**config.mk**
```make
export PLATFORM = sky130hd
export DESIGN_NAME = multi_port_memctrl
export DESIGN_NICKNAME = d
export VERILOG_FILES = /design/src/rtl/multi_port_memctrl.sv
export SDC_FILE = /design/constraint.sdc
export NUM_CORES = 1
export LEC_CHECK = 0
export ABC_AREA = 1
export CELL_PAD_IN_SITES_DETAIL_PLACEMENT = 0
export CELL_PAD_IN_SITES_GLOBAL_PLACEMENT = 2
export CORE_UTILIZATION = 28
export DETAILED_ROUTE_END_ITERATION = 10
export GPL_TIMING_DRIVEN = 0
export PLACE_DENSITY_LB_ADDON = 0.1
export SYNTH_ARGS = -nofsm -noshare
export SYNTH_HDL_FRONTEND = slang
export SYNTH_SLANG_ARGS = --single-unit
export TNS_END_PERCENT = 100
```
**constraint.sdc**
```tcl
create_clock -name clk -period 2.6 [get_ports clk]
set_input_delay 0.26 -clock clk [delete_from_list [all_inputs] [get_ports clk]]
set_output_delay 0.26 -clock clk [all_outputs]
set_load 0.02 [all_outputs]
```
**src/rtl/multi_port_memctrl.sv**
```systemverilog
// multi_port_memctrl: arbitrates NUM_PORTS byte/half/word requests onto
// the single 8-bit RAM/IO bus, serialised little-endian byte by byte.
module multi_port_memctrl #(
    parameter int NUM_PORTS = 2,
    parameter int ARB_MODE  = 0
) (
    input  logic                      clk,
    input  logic                      rst_n,
    input  logic                      rdy,
    input  logic [NUM_PORTS-1:0]      req_i,
    input  logic [NUM_PORTS-1:0]      wr_i,
    input  logic [2*NUM_PORTS-1:0]    size_i,
    input  logic [32*NUM_PORTS-1:0]   addr_i,
    input  logic [32*NUM_PORTS-1:0]   wdata_i,
    input  logic [NUM_PORTS-1:0]      abort_i,
    output logic [NUM_PORTS-1:0]      done_o,
    output logic [31:0]               rdata_o,
    output logic [NUM_PORTS-1:0]      grant_o,
    output logic                      busy_o,
    input  logic                      io_buffer_full,
    input  logic [7:0]                ram_data_i,
    output logic [7:0]                ram_data_o,
    output logic [31:0]               ram_addr_o,
    output logic                      ram_wr_o
);

    localparam int PW = (NUM_PORTS > 1) ? $clog2(NUM_PORTS) : 1;

    typedef enum logic [1:0] {IDLE, READ, WRITE} state_t;

    state_t               state_q, state_d;
    logic [NUM_PORTS-1:0] grant_q, grant_d;
    logic [NUM_PORTS-1:0] done_q, done_d;
    logic                 busy_q, busy_d;
    logic [31:0]          rdata_q, rdata_d;
    logic [31:0]          addr_q, addr_d;
    logic [31:0]          base_q, base_d;
    logic [31:0]          wdat_q, wdat_d;
    logic [7:0]           wbyte_q, wbyte_d;
    logic                 wr_q, wr_d;
    logic [PW-1:0]        ptr_q, ptr_d;
    logic [2:0]           nbyte_q, nbyte_d;
    logic [2:0]           acnt_q, acnt_d;
    logic [2:0]           rcnt_q, rcnt_d;
    logic                 pend_q, pend_d;
    logic                 paused_q, paused_d;

    logic [NUM_PORTS-1:0] elig;
    logic                 found;
    logic [PW-1:0]        win;
    logic                 win_wr;
    logic [1:0]           win_size;
    logic [31:0]          win_addr;
    logic [31:0]          win_wdata;
    logic                 replay;
    logic [2:0]           nxt;

    function automatic logic [2:0] nbytes(input logic [1:0] s);
        unique case (s)
            2'b00:   nbytes = 3'd1;
            2'b01:   nbytes = 3'd2;
            default: nbytes = 3'd4;
        endcase
    endfunction

    function automatic logic is_io(input logic [31:0] a);
        is_io = (a[17:16] == 2'b11);
    endfunction

    // Pick the winning port among eligible requests (fixed or round-robin).
    always_comb begin : arb
        int j;
        j     = 0;
        elig  = req_i & ~abort_i & ~done_q;
        found = 1'b0;
        win   = '0;
        if (ARB_MODE == 1) begin
            for (int i = 1; i <= NUM_PORTS; i++) begin
                j = int'(ptr_q) + i;
                if (j >= NUM_PORTS) j = j - NUM_PORTS;
                if (!found && elig[j]) begin
                    found = 1'b1;
                    win   = PW'(j);
                end
            end
        end else begin
            for (int i = 0; i < NUM_PORTS; i++) begin
                if (!found && elig[i]) begin
                    found = 1'b1;
                    win   = PW'(i);
                end
            end
        end
        win_wr    = wr_i[win];
        win_size  = size_i[{win, 1'b0} +: 2];
        win_addr  = addr_i[{win, 5'b0} +: 32];
        win_wdata = wdata_i[{win, 5'b0} +: 32];
    end

    assign replay = (state_q == READ) && paused_q && pend_q;
    assign nxt    = acnt_q + 3'd1;

    // Next-state and datapath for the IDLE/READ/WRITE sequencer.
    always_comb begin
        state_d  = state_q;
        grant_d  = grant_q;
        done_d   = rdy ? '0 : done_q;
        busy_d   = busy_q;
        rdata_d  = rdata_q;
        addr_d   = addr_q;
        base_d   = base_q;
        wdat_d   = wdat_q;
        wbyte_d  = wbyte_q;
        wr_d     = wr_q;
        ptr_d    = ptr_q;
        nbyte_d  = nbyte_q;
        acnt_d   = acnt_q;
        rcnt_d   = rcnt_q;
        pend_d   = pend_q;
        paused_d = ~rdy;
        if (rdy) begin
            unique case (state_q)
                IDLE: begin
                    wr_d = 1'b0;
                    if (found) begin
                        grant_d      = '0;
                        grant_d[win] = 1'b1;
                        busy_d       = 1'b1;
                        ptr_d        = win;
                        base_d       = win_addr;
                        wdat_d       = win_wdata;
                        nbyte_d      = nbytes(win_size);
                        addr_d       = win_addr;
                        rdata_d      = '0;
                        rcnt_d       = '0;
                        pend_d       = 1'b0;
                        if (win_wr) begin
                            state_d = WRITE;
                            acnt_d  = '0;
                            wbyte_d = win_wdata[7:0];
                            wr_d    = ~(is_io(win_addr) & io_buffer_full);
                        end else begin
                            state_d = READ;
                            acnt_d  = 3'd1;
                        end
                    end
                end
                READ: begin
                    if (|(abort_i & grant_q)) begin
                        state_d = IDLE;
                        grant_d = '0;
                        busy_d  = 1'b0;
                        pend_d  = 1'b0;
                    end else if (!replay) begin
                        pend_d = 1'b1;
                        if (acnt_q < nbyte_q) begin
                            addr_d = base_q + 32'(acnt_q);
                            acnt_d = nxt;
                        end
                        if (pend_q) begin
                            rdata_d[{rcnt_q[1:0], 3'b000} +: 8] = ram_data_i;
                            rcnt_d = rcnt_q + 3'd1;
                            if (rcnt_q + 3'd1 == nbyte_q) begin
                                state_d = IDLE;
                                done_d  = grant_q;
                                grant_d = '0;
                                busy_d  = 1'b0;
                                pend_d  = 1'b0;
                            end
                        end
                    end
                end
                WRITE: begin
                    if (wr_q) begin
                        if (nxt == nbyte_q) begin
                            state_d = IDLE;
                            done_d  = grant_q;
                            grant_d = '0;
                            busy_d  = 1'b0;
                            wr_d    = 1'b0;
                        end else begin
                            acnt_d  = nxt;
                            addr_d  = addr_q + 32'd1;
                            wbyte_d = wdat_q[{nxt[1:0], 3'b000} +: 8];
                            wr_d    = ~(is_io(addr_q + 32'd1) & io_buffer_full);
                        end
                    end else begin
                        wr_d = ~(is_io(addr_q) & io_buffer_full);
                    end
                end
                default: state_d = IDLE;
            endcase
        end
    end

    // State and output registers.
    always_ff @(posedge clk or negedge rst_n) begin
        if (!rst_n) begin
            state_q  <= IDLE;
            grant_q  <= '0;
            done_q   <= '0;
            busy_q   <= 1'b0;
            rdata_q  <= '0;
            addr_q   <= '0;
            base_q   <= '0;
            wdat_q   <= '0;
            wbyte_q  <= '0;
            wr_q     <= 1'b0;
            ptr_q    <= PW'(NUM_PORTS - 1);
            nbyte_q  <= '0;
            acnt_q   <= '0;
            rcnt_q   <= '0;
            pend_q   <= 1'b0;
            paused_q <= 1'b0;
        end else begin
            state_q  <= state_d;
            grant_q  <= grant_d;
            done_q   <= done_d;
            busy_q   <= busy_d;
            rdata_q  <= rdata_d;
            addr_q   <= addr_d;
            base_q   <= base_d;
            wdat_q   <= wdat_d;
            wbyte_q  <= wbyte_d;
            wr_q     <= wr_d;
            ptr_q    <= ptr_d;
            nbyte_q  <= nbyte_d;
            acnt_q   <= acnt_d;
            rcnt_q   <= rcnt_d;
            pend_q   <= pend_d;
            paused_q <= paused_d;
        end
    end

    assign done_o     = done_q;
    assign rdata_o    = rdata_q;
    assign grant_o    = grant_q;
    assign busy_o     = busy_q;
    assign ram_data_o = wbyte_q;
    assign ram_addr_o = replay ? base_q + 32'(rcnt_q) : addr_q;
    assign ram_wr_o   = wr_q & rdy;

endmodule
```
==> results of run 1 <==
[Yosys cell counts (20+ instances only)]
master	n
buf_2	23
o21ai_1	31
ha_1	20
inv_1	111
o31ai_1	24
nand2_1	605
dfrtp_1	155
nand3_1	174
a21oi_1	28
o21ai_2	21
nor2_1	213
clkbuf_1	31
xor2_1	26
o21ai_0	117
[area by class of cell]
cell class / instances / area (um2) / area share [%]
Clock buffer: 18 / 429.2 / 2.779
Clock inverter: 14 / 125.1 / 0.8102
Sequential cell: 155 / 3890 / 25.19
Inverter: 122 / 462.9 / 2.998
Buffer: 68 / 384.1 / 2.487
Timing Repair Buffer: 258 / 2554 / 16.54
Tap cell: 518 / 648.1 / 4.197
Multi-Input combinational cell: 1343 / 6949 / 45.00
[kinds of logic (layout without fill, tap and decap cells)]
family | count (synthesis) | after routing | synth area share (%)
AOI/OAI and AO/OA | 251 | 251 | 13.43
and+or+nand+nor | 1034 | 1035 | 38.67
DFF | 155 | 155 | 35.15
buffers and inverters | 191 | 480 | 7.280
adders and majority gates | 22 | 22 | 2.631
xor gates and xnor gates | 29 | 29 | 2.302
muxes | 6 | 6 | 0.5443
[registers in the layout, summed over array words and instances, names as in the netlist, named ones only]
name        cells
paused_q        1
acnt_q          3
wdat_q         32
rcnt_q          3
nbyte_q         3
busy_o          1
rdata_o        32
addr_q         32
ram_data_o      8
base_q         32
wr_q            1
grant_o         2
state_q         2
pend_q          1
[worst reg2reg max path: stages, from the launching register on]
cell      delay (ps)
dfrtp_1          410
buf_4            130
buf_4            100
ha_1             170
inv_1             60
fa_1             350
inv_1             90
nand2_1           70
nand2_2          130
nand2_2          160
nor2_4           180
nand3_1          110
nand3_2          150
o211ai_1         100
nand2_1          130
nand2_1           60
[per-layer routing]
layer | GRT usage [%] | vias to the layer above | wire, um
met1 | 35.41 | 5834 | 24410
met4 | 6.489 | 2 | 894
met2 | 36.90 | 358 | 21740
li1 | - | 6018 | -
met3 | 4.172 | 46 | 2583
met5 | 0 | - | 12
[metrics by stage]
step                      std cells  worst slack, ps
after floorplan                1688            6.998
final                          2496           -487.6
after detailed placement       2434            -1295
after CTS                      2483           -528.5
after global placement         2433            -5825
after global routing           2496           -526.4
[where the power goes]
group          switching [W]  internal, W
combinational        0.00544      0.00309
clock                0.00123      0.00126
sequential           0.00119      0.00334
[worst min-delay path by stage]
stage,to
finish,addr_q[28]
detailed placement,addr_q[28]
global route,addr_q[28]
floorplan,asynchronous set/reset pin
CTS,addr_q[28]
global placement,rdata_o[21]
[repair_timing]
action | 4_1_cts | 5_1_grt
setup buffers | 17 | 14
gates resized for setup | 278 | 87
endpoints found under the setup margin | 76 | 56
cloned | 0 | 1
hold buffers | 1 | 0
pin swaps | 16 | 21
endpoints found under the hold margin | 75 | 0
==> impl_metrics.yaml, run 1 <==
power:
  p_per_area_nw_per_um2: 1007
  leakagePower_nw: 6.749
  finalPower_w: 0.01555
  irDropWorstVdd_mv: 0.4759
yosys:
  synth_nets: 1860
  synth_top_area_share_pct: 35.15
  synth_edf_count: 0
  synth_area_um2: 11030
  avgSynthCellArea_um2: 6.537
  synthCells: 1688
  async_flop_share_pct: 100.0
  yosysWarnings: 0
  yosysTopAreaCell: "dfrtp_1"
  netlist_top_cells_area: "dfrtp_1 35%, nand2_1 21%, nand3_1 7.9%"
  seq_area_frac_synth_pct: 35.15
  synth_ff_type: "dfrtp_1"
  synth_cell_types: 47
  ys_seq_elements: 155
run_status:
  violations: "negative setup slack"
  outcome: "complete, but fails checks"
timing:
  slew_headroom_pct: 50.26
  post-route-period-util_pct: 118.8
  hold_slack_ps: 336.6
  final-setup-viol-count: 21
  finalSetupTns_ps: -5712
  finalHoldViolCount: 0
  worst_clock_skew_ps: 14.55
  grt_setup_unrepaired: "yes"
  maxSlewViolCount: 0
  timing.final.crit_period_ps: 3088
  setup_slack_ps: -487.6
  tightest_slew_ps: 746.1
  fmax_mhz: 323.9
floorplan:
  core_um2: 38740
  die_w_um: 200.5
  die_area_um2: 40210
  placementRows: 72
  die_h_um: 200.5
  initial_core_util_pct: 28.49
  io_pins: 228
cells_and_area:
  drive_gt1_share_pct: 15.52
  nets: 2137
  utilization_pct: 39.86
  syn_to_final_growth_pct: 39.95
  postLayoutCellArea_um2: 15440
  fillers: 4303
  antennaDiodeCount: 0
  final_common_cell: "nand2_1"
  final_cell_mix: "586 x nand2_1, 201 x nor2_1, 194 x clkdlybuf4s50_1"
cts:
  cts.clk_slew.worst_paths_ps: 80
  insertion_delay_ps: 450
  clock-sinks: 155
  cts_buffer_depth: 2
  cts_tree: "yes"
  cts_buffers: 17
  htree_levels: 4
  ctsRootBufferMaster: "clkbuf_16"
setup_path:
  startpoint: "base_q[0]"
  start_kind: "flop"
  path_max_fanout: 4
  slowest_stage: "dfrtp_1"
  r2r_setup_slack_ps: 110
  crit_required_ps: 2340
  crit_chain: "ha_2 > inv_2 > fa_2 > inv_2 > nand2_4 > a21oi_4 > nand2_4 > nor2_4 > buf_12 > nand2_4 > xor2_4 > nand2_2 > o21ai_2 > buf_6"
  critPathMaxStageDelay_ps: 410
  endpoint: "ram_addr_o[28]"
  reg2reg_from: "base_q[0]"
  cp_common_cell: "nand2_4"
  critPathKind: "flop to output pin"
  reg2reg_depth: 15
  path_buf_inv: 4
  cp_top_family: "adder cells"
  worst_ep_arrival_time_ps: 2830
  critPathCaptureType: "output pin"
  critical_path_depth: 14
  reg2reg_to: "addr_q[16]"
detailed_routing:
  drt-vias-per-instance: 4.911
  route.detailed.drc: 0
  routedWlPerCell_um: 19.89
  num_vias: 12258
  drt-initial-drc-count: 1094
  wirelength_um: 49640
  ant_nets: 0
  first_pass_iters: 5
grt:
  grt_pass1_wl_um: 73120
  grt_max_degree: 81
  grt_remaining_overflow: 0
  grt_pass1_vias: 11750
  track_usage_pct: 24.34
  antenna_found_initial: 1
min_path:
  min_path_type: "primary input to asynchronous set/reset pin"
place:
  port_buffers: 227
  hpwl_um: 40120
  gp_congestion: 0.9077
  place_area_um2: 13990
flow_run:
  drv_cap: 0
Note: power is estimated with default switching activity, not from simulation.
==> inputs of run 2 (changes only) <==
Settings changed: ABC_AREA 1 to default, CORE_UTILIZATION 28 to 31.
==> impl_metrics.yaml, run 2 <==
run_status:
  outcome: "complete, but fails checks"
  violations: "negative setup slack"
yosys:
  synth_area_um2: 10430
  netlist_top_cells_area: "dfrtp_1 37%, mux2i_1 5.7%, o21ai_0 5.6%"
  synth_nets: 1355
  synth_edf_count: 0
  avgSynthCellArea_um2: 8.814
  async_flop_share_pct: 100.0
  synth_cell_types: 79
  yosysWarnings: 0
  yosysTopAreaCell: "dfrtp_1"
  synthTopCellsByCount: "155 x dfrtp_1, 146 x nand2_1, 117 x o21ai_0"
  synth_ff_type: "dfrtp_1"
  synth_top_area_share_pct: 37.20
  ys_seq_elements: 155
  seq_area_frac_synth_pct: 37.20
  synth_most_common_cell: "dfrtp_1"
  synthCells: 1183
cells_and_area:
  final_cell_mix: "194 x clkdlybuf4s50_1, 150 x dfrtp_1, 141 x nand2_1"
  nets: 1647
  antennaDiodeCount: 0
  syn_to_final_growth_pct: 43.50
  drive_gt1_share_pct: 23.32
  final_common_cell: "clkdlybuf4s50_1"
power:
  p_clk_share_pct: 15.4
  p_sw_w: 0.007418
  combinationalPowerShare_pct: 57.4
  sw_frac_of_total_pct: 46.77
  p_seq_share_pct: 27.1
  leakagePower_nw: 6.212
  p_per_area_nw_per_um2: 1060
  p_int_w: 0.008443
  irDropWorstVdd_mv: 0.5683
timing:
  fmax_mhz: 324.8
  worst_clock_skew_ps: 8.606
  timing.final.crit_period_ps: 3079
  setup_slack_ps: -478.8
  final-setup-viol-count: 28
  finalSetupTns_ps: -5650
  slew_headroom_pct: 43.62
  finalHoldViolCount: 0
  hold_slack_ps: 303.1
  tightest_slew_ps: 845.7
  grt_setup_unrepaired: "yes"
  maxSlewViolCount: 0
  post-route-period-util_pct: 118.4
floorplan:
  initial_core_util_pct: 31.81
  core_um2: 32780
  die_w_um: 185.4
  io_pins: 228
  die_area_um2: 34380
  placementRows: 66
  die_h_um: 185.4
grt:
  track_usage_pct: 26.05
  grt_remaining_overflow: 0
  antenna_found_initial: 1
  grt_max_degree: 109
  grt_pass1_vias: 10334
  grt_pass1_wl_um: 65450
setup_path:
  start_kind: "flop"
  critPathKind: "flop to output pin"
  worst_ep_arrival_time_ps: 2820
  path_max_fanout: 5
  reg2reg_depth: 10
  critPathCaptureType: "output pin"
  reg2reg_from: "base_q[0]"
  crit_required_ps: 2340
  reg2reg_to: "addr_q[28]"
  r2r_setup_slack_ps: -130
detailed_routing:
  route.detailed.drc: 0
  routedWlPerCell_um: 22.41
  ant_nets: 0
  wirelength_um: 43240
  drt-vias-per-instance: 5.347
  first_pass_iters: 5
  drt-initial-drc-count: 695
  num_vias: 10320
place:
  gp_congestion: 0.9186
  hpwl_um: 31950
  port_buffers: 227
cts:
  insertion_delay_ps: 450
  cts.clk_slew.worst_paths_ps: 70
  ctsRootBufferMaster: "clkbuf_16"
  cts_tree: "yes"
  clock-sinks: 155
  htree_levels: 4
  cts_buffers: 17
  cts_buffer_depth: 2
min_path:
  min_path_type: "primary input to asynchronous set/reset pin"
flow_run:
  drv_cap: 0
run 2: kinds of logic (layout without fill, tap and decap cells):
family / count (synthesis) / count (layout) / share of synthesized area [%]
AOI/OAI and AO/OA: 289 / 289 / 17.05
and+or+nand+nor: 393 / 393 / 18.30
adders and majority gates: 22 / 22 / 2.784
muxes: 106 / 106 / 11.60
buffers and inverters: 137 / 442 / 6.119
xor gates and xnor gates: 81 / 81 / 6.947
DFF: 155 / 155 / 37.20
run 2: what timing repair did:
action | CTS | global route
pin swaps | 22 | 21
hold buffers | 1 | 0
buffers inserted | 35 | 14
endpoints found under the setup margin | 178 | 132
gates resized for setup | 319 | 86
hold endpoints to repair | 47 | 0
run 2: routing by layer:
| metal | up-vias | global-route usage, % | share of wire (%) |
|---|---|---|---|
| met1 | 5133 | 35.84 | 45 |
| li1 | 4815 | - | - |
| met5 | - | 0 | 0 |
| met4 | 0 | 7.140 | 1.8 |
| met3 | 42 | 3.775 | 5.3 |
| met2 | 330 | 42.32 | 48 |
run 2: metrics by stage:
stage	cells	instance area [um2]	worst slack [ps]	total power, W	util [%]
final	1930	14960	-478.8	0.01586	45.64
after global placement	1852	13280	-6409	0.01231	40.50
after detailed placement	1853	13310	-1160	0.01237	40.60
after CTS	1919	14540	-527.9	0.01539	44.34
after floorplan	1183	10450	29.46	0.009127	-
after global routing	1930	14960	-551.1	0.01690	45.64
run 2: how the worst max path moves through the flow:
stage | to | cells past startpoint | slack [ps] | from
final | ram_addr_o[28] | 10 | -480 | rcnt_q[0]
after global routing | ram_addr_o[28] | 10 | -550 | base_q[0]
after global placement | rcnt_q[0] | 1 | -6410 | rst_n
after detailed placement | ram_addr_o[31] | 9 | -1160 | rcnt_q[1]
after floorplan | ram_addr_o[28] | 9 | 30 | rcnt_q[0]
after CTS | ram_addr_o[28] | 10 | -530 | rcnt_q[0]
run 2: worst max-delay path: stages (launching register included):
cell,delay (ps)
dfrtp_2,410
ha_4,140
inv_2,30
fa_2,390
nor2b_4,180
o21a_4,170
nand2_8,80
or4b_4,520
xor2_2,160
o21ai_2,140
buf_6,130
run 2: area by class of cell:
cell class | count | area (um2)
Buffer | 89 | 596.8
Clock buffer | 19 | 442.9
Multi-Input combinational cell | 891 | 6550
Fill cell | 3321 | 17820
Tap cell | 442 | 553.0
Inverter | 44 | 172.7
Clock inverter | 13 | 105.1
Sequential cell | 155 | 3885
Timing Repair Buffer | 277 | 2658
run 2: power by group through the flow:
stage / Combinational [W] / Clock (W) / Sequential, W
6_report: 0.00911 / 0.00245 / 0.00430
5_1_grt: 0.00989 / 0.00258 / 0.00443
3_5_place_dp: 0.00811 / 0 / 0.00426
2_1_floorplan: 0.00497 / 0 / 0.00416
3_3_place_gp: 0.00807 / 0 / 0.00424
4_1_cts: 0.00866 / 0.00250 / 0.00423
